**src/rtl/playback_pkg.sv**
```systemverilog
// ============================================================================
// Module      : playback_pkg
// Description : Shared types and constants for the memory playback sequencer:
//               the FSM state encoding, note/duration field widths, the
//               end-of-song marker and the bit positions of each word field.
// Revision    : 1.0 - initial release
// ============================================================================
`default_nettype none

package playback_pkg;

   // Sequencer states
   typedef enum logic [2:0] {
      ST_IDLE   = 3'd0,
      ST_REWIND = 3'd1,
      ST_FETCH  = 3'd2,
      ST_WAIT   = 3'd3,
      ST_PLAY   = 3'd4,
      ST_GAP    = 3'd5
   } state_e;

   localparam int          NOTE_W     = 5;
   localparam int          DUR_W      = 3;
   localparam logic [7:0]  END_MARKER = 8'hFF;

   // Word layout: [7:3] note code, [2:0] duration code (beats - 1)
   localparam int          NOTE_MSB   = 7;
   localparam int          NOTE_LSB   = 3;
   localparam int          DUR_MSB    = 2;
   localparam int          DUR_LSB    = 0;
   localparam int          WORD_MSB   = 7;

endpackage

`default_nettype wire

```
**src/rtl/playback_beat_timer.sv**
```systemverilog
// ============================================================================
// Module      : playback_beat_timer
// Description : Tick/beat counter pair that times one note. A load restarts
//               the count for (beats_i + 1) beats of TICKS_PER_BEAT cycles;
//               counting advances only while en_i is high, so holding en_i
//               low freezes the note time without losing progress.
// Ports       : clk, rst      - clock, asynchronous active-high reset
//               load_i         - restart with duration code beats_i
//               en_i           - advance one tick this cycle
//               beats_i[2:0]   - duration code (beats - 1)
//               done_o         - high on the final counted cycle of the note
// Revision    : 1.0 - initial release
// ============================================================================
`default_nettype none

module playback_beat_timer
   import playback_pkg::*;
#(
   parameter int TICKS_PER_BEAT = 25000000
) (
   input  logic             clk,
   input  logic             rst,
   input  logic             load_i,
   input  logic             en_i,
   input  logic [DUR_W-1:0] beats_i,
   output logic             done_o
);

   localparam int                TICK_W    = (TICKS_PER_BEAT > 1) ? $clog2(TICKS_PER_BEAT) : 1;
   localparam logic [TICK_W-1:0] TICK_LAST = TICK_W'(TICKS_PER_BEAT - 1);

   logic [TICK_W-1:0] tick_q;
   logic [DUR_W-1:0]  beat_q;
   logic              tick_last;

   assign tick_last = (tick_q == TICK_LAST);

   // Beat counter counts down to zero so the final beat is detected without
   // comparing against the loaded code; done fires on the last enabled tick.
   assign done_o = en_i && tick_last && (beat_q == '0);

   always_ff @(posedge clk or posedge rst) begin
      if (rst) begin
         tick_q <= '0;
         beat_q <= '0;
      end else if (load_i) begin
         tick_q <= '0;
         beat_q <= beats_i;
      end else if (en_i) begin
         if (tick_last) begin
            tick_q <= '0;
            beat_q <= beat_q - 1'b1;
         end else begin
            tick_q <= tick_q + 1'b1;
         end
      end
   end

endmodule

`default_nettype wire

```
**src/rtl/memory_playback_sequencer.sv**
```systemverilog
// ============================================================================
// Module      : memory_playback_sequencer
// Description : Reads note words from a memory unit and plays them back as
//               note codes with per-note durations and an inter-note gap.
//               Supports pause, stop, ready timeout and an end-of-song marker.
//               Compile-time option: define PLAYBACK_LOOP_EN to restart the
//               song from its first word after the marker instead of idling.
// Ports       : clk, rst            - clock, asynchronous active-high reset
//               start, stop, pause  - playback control
//               mem_data_in         - word from memory
//               mem_output_ready    - mem_data_in valid
//               mem_read_en         - fetch-next-word pulse
//               mem_read_rst        - rewind-read-pointer pulse
//               note_out[4:0]       - current note code, 0 = silence
//               playing             - high in every state except IDLE
//               song_done           - end-of-song marker pulse
//               err                 - ready timeout pulse
// Revision    : 1.0 - initial release
// ============================================================================
`default_nettype none

module memory_playback_sequencer
   import playback_pkg::*;
#(
   parameter int DATA_WIDTH     = 8,
   parameter int TICKS_PER_BEAT = 25000000,
   parameter int GAP_TICKS      = 2500000,
   parameter int RDY_TIMEOUT    = 16
) (
   input  logic                  clk,
   input  logic                  rst,
   input  logic                  start,
   input  logic                  stop,
   input  logic                  pause,
   input  logic [DATA_WIDTH-1:0] mem_data_in,
   input  logic                  mem_output_ready,
   output logic                  mem_read_en,
   output logic                  mem_read_rst,
   output logic [NOTE_W-1:0]     note_out,
   output logic                  playing,
   output logic                  song_done,
   output logic                  err
);

   localparam int                WAIT_W    = (RDY_TIMEOUT > 1) ? $clog2(RDY_TIMEOUT) : 1;
   localparam logic [WAIT_W-1:0] WAIT_LAST = WAIT_W'(RDY_TIMEOUT - 1);
   localparam int                GAP_W     = (GAP_TICKS > 1) ? $clog2(GAP_TICKS) : 1;
   localparam logic [GAP_W-1:0]  GAP_LAST  = GAP_W'((GAP_TICKS > 0) ? (GAP_TICKS - 1) : 0);

   state_e              state_q, state_d;
   logic [NOTE_W-1:0]   note_q, note_d;
   logic [WAIT_W-1:0]   wait_cnt_q, wait_cnt_d;
   logic [GAP_W-1:0]    gap_cnt_q, gap_cnt_d;

   logic                mem_read_en_q, mem_read_en_d;
   logic                mem_read_rst_q, mem_read_rst_d;
   logic [NOTE_W-1:0]   note_out_q, note_out_d;
   logic                playing_q, playing_d;
   logic                song_done_q, song_done_d;
   logic                err_q, err_d;

   logic                tmr_load, tmr_en, tmr_done;
   logic                word_is_marker;

   assign word_is_marker = (mem_data_in[WORD_MSB:0] == END_MARKER);

   playback_beat_timer #(
      .TICKS_PER_BEAT (TICKS_PER_BEAT)
   ) u_beat_timer (
      .clk     (clk),
      .rst     (rst),
      .load_i  (tmr_load),
      .en_i    (tmr_en),
      .beats_i (mem_data_in[DUR_MSB:DUR_LSB]),
      .done_o  (tmr_done)
   );

   // Next-state and next-output logic. Outputs are derived from the next
   // state so every output is a flop aligned with the state it describes.
   always_comb begin
      state_d        = state_q;
      note_d         = note_q;
      wait_cnt_d     = wait_cnt_q;
      gap_cnt_d      = gap_cnt_q;
      tmr_load       = 1'b0;
      tmr_en         = 1'b0;
      mem_read_rst_d = 1'b0;
      song_done_d    = 1'b0;
      err_d          = 1'b0;

      case (state_q)
         ST_IDLE: begin
            if (start && !stop) begin
               state_d = ST_REWIND;
            end
         end

         ST_REWIND: begin
            state_d = ST_FETCH;
         end

         ST_FETCH: begin
            state_d    = ST_WAIT;
            wait_cnt_d = '0;
         end

         ST_WAIT: begin
            if (mem_output_ready) begin
               note_d = mem_data_in[NOTE_MSB:NOTE_LSB];
               if (word_is_marker) begin
                  song_done_d = 1'b1;
`ifdef PLAYBACK_LOOP_EN
                  state_d     = ST_REWIND;
`else
                  state_d     = ST_IDLE;
`endif
               end else begin
                  tmr_load = 1'b1;
                  state_d  = ST_PLAY;
               end
            end else if (wait_cnt_q == WAIT_LAST) begin
               err_d   = 1'b1;
               state_d = ST_IDLE;
            end else begin
               wait_cnt_d = wait_cnt_q + 1'b1;
            end
         end

         ST_PLAY: begin
            tmr_en = !pause;
            if (tmr_done) begin
               if (GAP_TICKS == 0) begin
                  state_d = ST_FETCH;
               end else begin
                  state_d   = ST_GAP;
                  gap_cnt_d = '0;
               end
            end
         end

         ST_GAP: begin
            if (!pause) begin
               if (gap_cnt_q == GAP_LAST) begin
                  state_d = ST_FETCH;
               end else begin
                  gap_cnt_d = gap_cnt_q + 1'b1;
               end
            end
         end

         default: begin
            state_d = ST_IDLE;
         end
      endcase

      // Stop overrides everything outside IDLE, including a coincident
      // marker or timeout, and rewinds the memory for the next start.
      if (stop && (state_q != ST_IDLE)) begin
         state_d        = ST_IDLE;
         mem_read_rst_d = 1'b1;
         song_done_d    = 1'b0;
         err_d          = 1'b0;
         tmr_load       = 1'b0;
      end

      if (state_d == ST_REWIND) begin
         mem_read_rst_d = 1'b1;
      end
      mem_read_en_d = (state_d == ST_FETCH);
      playing_d     = (state_d != ST_IDLE);
      note_out_d    = ((state_d == ST_PLAY) && !pause) ? note_d : '0;
   end

   always_ff @(posedge clk or posedge rst) begin
      if (rst) begin
         state_q        <= ST_IDLE;
         note_q         <= '0;
         wait_cnt_q     <= '0;
         gap_cnt_q      <= '0;
         mem_read_en_q  <= 1'b0;
         mem_read_rst_q <= 1'b0;
         note_out_q     <= '0;
         playing_q      <= 1'b0;
         song_done_q    <= 1'b0;
         err_q          <= 1'b0;
      end else begin
         state_q        <= state_d;
         note_q         <= note_d;
         wait_cnt_q     <= wait_cnt_d;
         gap_cnt_q      <= gap_cnt_d;
         mem_read_en_q  <= mem_read_en_d;
         mem_read_rst_q <= mem_read_rst_d;
         note_out_q     <= note_out_d;
         playing_q      <= playing_d;
         song_done_q    <= song_done_d;
         err_q          <= err_d;
      end
   end

   assign mem_read_en  = mem_read_en_q;
   assign mem_read_rst = mem_read_rst_q;
   assign note_out     = note_out_q;
   assign playing      = playing_q;
   assign song_done    = song_done_q;
   assign err          = err_q;

endmodule

`default_nettype wire
```
**config.mk**
```make
export PLATFORM = sky130hd
export DESIGN_NAME = memory_playback_sequencer
export DESIGN_NICKNAME = d
export VERILOG_FILES = /design/src/rtl/playback_pkg.sv /design/src/rtl/playback_beat_timer.sv /design/src/rtl/memory_playback_sequencer.sv
export SDC_FILE = /design/constraint.sdc
export NUM_CORES = 1
export LEC_CHECK = 0
export CORE_ASPECT_RATIO = 0.6
export CORE_UTILIZATION = 50
export CTS_BUF_LIST = sky130_fd_sc_hd__clkbuf_4 sky130_fd_sc_hd__clkbuf_8 sky130_fd_sc_hd__clkbuf_16
export DETAILED_ROUTE_END_ITERATION = 6
export PLACE_DENSITY = 0.72
export SETUP_SLACK_MARGIN = 0.2
export SKIP_LAST_GASP = 1
export SYNTH_ARGS = -nofsm -noshare
export SYNTH_HDL_FRONTEND = slang
export SYNTH_SLANG_ARGS = --single-unit
```
**constraint.sdc**
```tcl
create_clock -name clk -period 2.5 [get_ports clk]
set_clock_uncertainty 0.15 [all_clocks]
set_input_delay 0.375 -clock clk [delete_from_list [all_inputs] [get_ports clk]]
set_output_delay 0.375 -clock clk [all_outputs]
set_load 0.02 [all_outputs]
```
==> impl_metrics.ini <==
[global_routing]
grt.overflow.total = 0
grt_pass1_wl_um = 17500
grt_pass1_vias = 3263
antenna_found_initial = 0
grt_usage = 0.293
grt_max_degree = 36

[clock_network]
insertion_delay_ps = 340
cts_hold_buffers = 0
root_buffer = clkbuf_16
clock_sinks = 72
cts_tree = done
cts_inserted_buffers = 9
clockBufferDepth = 2
clk_pin_slew_worst_paths_ps = 60
htree_levels = 3

[critical_path]
cp_max_fo = 5
worstSetupEndpointType = flop
critical_path_buf_inv_count = 1
cp_cell_sequence = or4b_4 > or4_4 > o311a_1 > buf_4 > a211o_4 > nor3b_4
slowest_delay_ps = 540
critPathLaunchType = flop
worst_path_dominant_cell_family = simple AND/OR/NAND/NOR gates
crit_arrival_ps = 2710
r2r-start = gap_cnt_q[15]
cp_slowest_cell = or4b_4
worst-setup-path-type = flop to flop
crit_start = gap_cnt_q[15]
worst-endpoint-required_ps = 2600

[timing]
post-route-min-period_ps = 2600
timing.hold.ws_ps = 301
hold_viol_final = 0
slew_headroom = 0.612
finalCritPeriodShare = 1.04
setup_tns_ps = -508
tightest_slew_ps = 580
max_freq_mhz = 384
drv_slew = 0
rsz0062_at_grt = yes
layout_setup_ws_ps = -103
setup_viol = 7

[logic_synthesis]
yosysSeqAreaShare = 0.470
synth.most_common_cell = dfrtp_1
avgSynthCellArea_um2 = 9.38
yosysTopAreaCell = dfrtp_1
synth_flop_cell = dfrtp_1
ys_top_cells_by_count = 72 x dfrtp_1, 46 x nor2_1, 38 x nand2_1
synth_nets = 428
synth_cell_type_count = 60
synth_edf_count = 0
yosysWarnings = 0
netlist_area_um2 = 3830
synth_cells = 409
yosys-top-cells-area = dfrtp_1 47%, xnor2_1 5.9%, nor2_1 4.5%
ys_seq_elements = 72
synth_top_area_frac = 0.470
async_reset_ff_frac = 1.00

[place]
placed_cells = 555
place_congestion = 0.883
dpl.hpwl_um = 7400
port_buffers = 23
dpl_cell_area_um2 = 4420

[floorplan]
rows = 24
die_area_um2 = 8040
die_h_um = 69.8
initial_core_util = 0.523
core_area_um2 = 7330
io_pins = 24
die_w_um = 115

[route]
ant_nets = 0
routed_wl_um = 10600
vias_per_cell = 6.03
drt_iter0_drc = 328
wire_per_inst_um = 18.5
first_pass_iters = 5
vias = 3465
drc = 0

[cells_and_area]
design_area_um2 = 4890
n_antenna_cell = 0
final_nets = 486
area_growth_pct = 27.5
stdcell_count = 575
num-fill-cells = 579
regArea_um2 = 1800
drive_gt1_frac = 0.197
multi_input_area_um2 = 2040

[power]
p_sw_frac = 0.300
power_leakage_nw = 2.10
peakVddDrop_v = 0.000369
p_sw_mw = 1.06
internal_power_mw = 2.48
powerDensity_nw_per_um2 = 724
power_frac_clock = 0.348
p_seq_frac = 0.399
power.share.combinational = 0.253

[flow_run]
drv_cap = 0

[status]
violations = setup timing
status = finished with violations

[hold_path]
hold_class = input port to async pin
## routing by layer
layer	track usage	share of wire	up-vias	wire length [um]
li1	-	-	1602	-
met1	0.457	0.49	1675	5200
met2	0.378	0.40	174	4270
met3	0.103	0.095	14	1010
met4	0.0707	0.012	0	128
met5	0	0	-	0
## state kept, by name, indices dropped and copies added, names as in the netlist
signal and count:
u_beat_timer.tick_q 25, gap_cnt_q 22, note_out 5, note_q 5, wait_cnt_q 4, state_q 3
u_beat_timer.beat_q 3, err 1, mem_read_en 1, mem_read_rst 1, playing 1, song_done 1
## placed cells by master, fill, tap and decap left out, types with 5 or more instances in the layout
cell,synthesis,final
nand3_1,20,20
a21oi_1,12,12
dfrtp_1,72,72
a211oi_1,8,8
nor4_1,10,8
clkbuf_16,0,9
buf_4,0,41
xnor2_1,26,26
xor2_1,9,9
and4_1,6,6
and3_1,7,7
nand2_1,38,38
nor3_1,11,11
nand4_1,14,14
and2_1,6,5
a31oi_1,10,10
nor2_1,46,45
inv_1,12,11
or3_1,7,7
clkdlybuf4s50_1,0,23
o21ai_0,11,9
## logic make-up (layout without fill, tap and decap cells)
logic type / after synthesis / in the layout / synth area share
fa+ha+maj: 5 / 5 / 0.0163
compound gates: 71 / 71 / 0.129
simple gates: 192 / 192 / 0.264
mux: 2 / 2 / 0.00555
xor+xnor: 35 / 35 / 0.0799
buf+inv: 32 / 94 / 0.0356
flops: 72 / 72 / 0.470
## power by group through the flow
stage	logic (mW)	registers [mW]	clock network (mW)
2_1_floorplan	0.529	1.41	0
3_3_place_gp	0.768	1.42	0
3_5_place_dp	0.793	1.43	0
4_1_cts	0.845	1.41	1.25
5_1_grt	0.988	1.43	1.30
6_report	0.897	1.41	1.23
## final timing paths
path	slack, ps	end	cells after the start
min in group clk	330	note_q[0]	2
max in group asynchronous	1320	gap_cnt_q[15]	3
worst max-delay path	-100	note_out[3]	6
worst min-delay path	300	u_beat_timer.tick_q[5]	2
worst min register to register	330	note_q[0]	2
worst max register to register	-100	note_out[3]	6
## cell type report
| type | count | share of cell area |
|---|---|---|
| inverters | 12 | 0.00998 |
| repair buffers | 67 | 0.119 |
| multi-input cells | 305 | 0.418 |
| clock buffers | 15 | 0.0578 |
| flip-flops and latches | 72 | 0.369 |
| well taps | 104 | 0.0266 |
## stage by stage
step,util,setup WS (ps),total power [mW]
floorplan,-,-183,1.94
global placement,0.604,-78.8,2.19
detailed placement,0.604,-145,2.22
CTS,0.654,-131,3.51
global route,0.667,-151,3.71
finish,0.667,-103,3.54
## repair_timing
action / in CTS / in global routing
hold endpoints to repair: 0 / 0
resized for setup: 13 / 16
buffers inserted: 3 / 2
setup endpoints to repair: 15 / 38
pin swaps: 6 / 11
No activity file was read; power rests on OpenSTA's default activity.
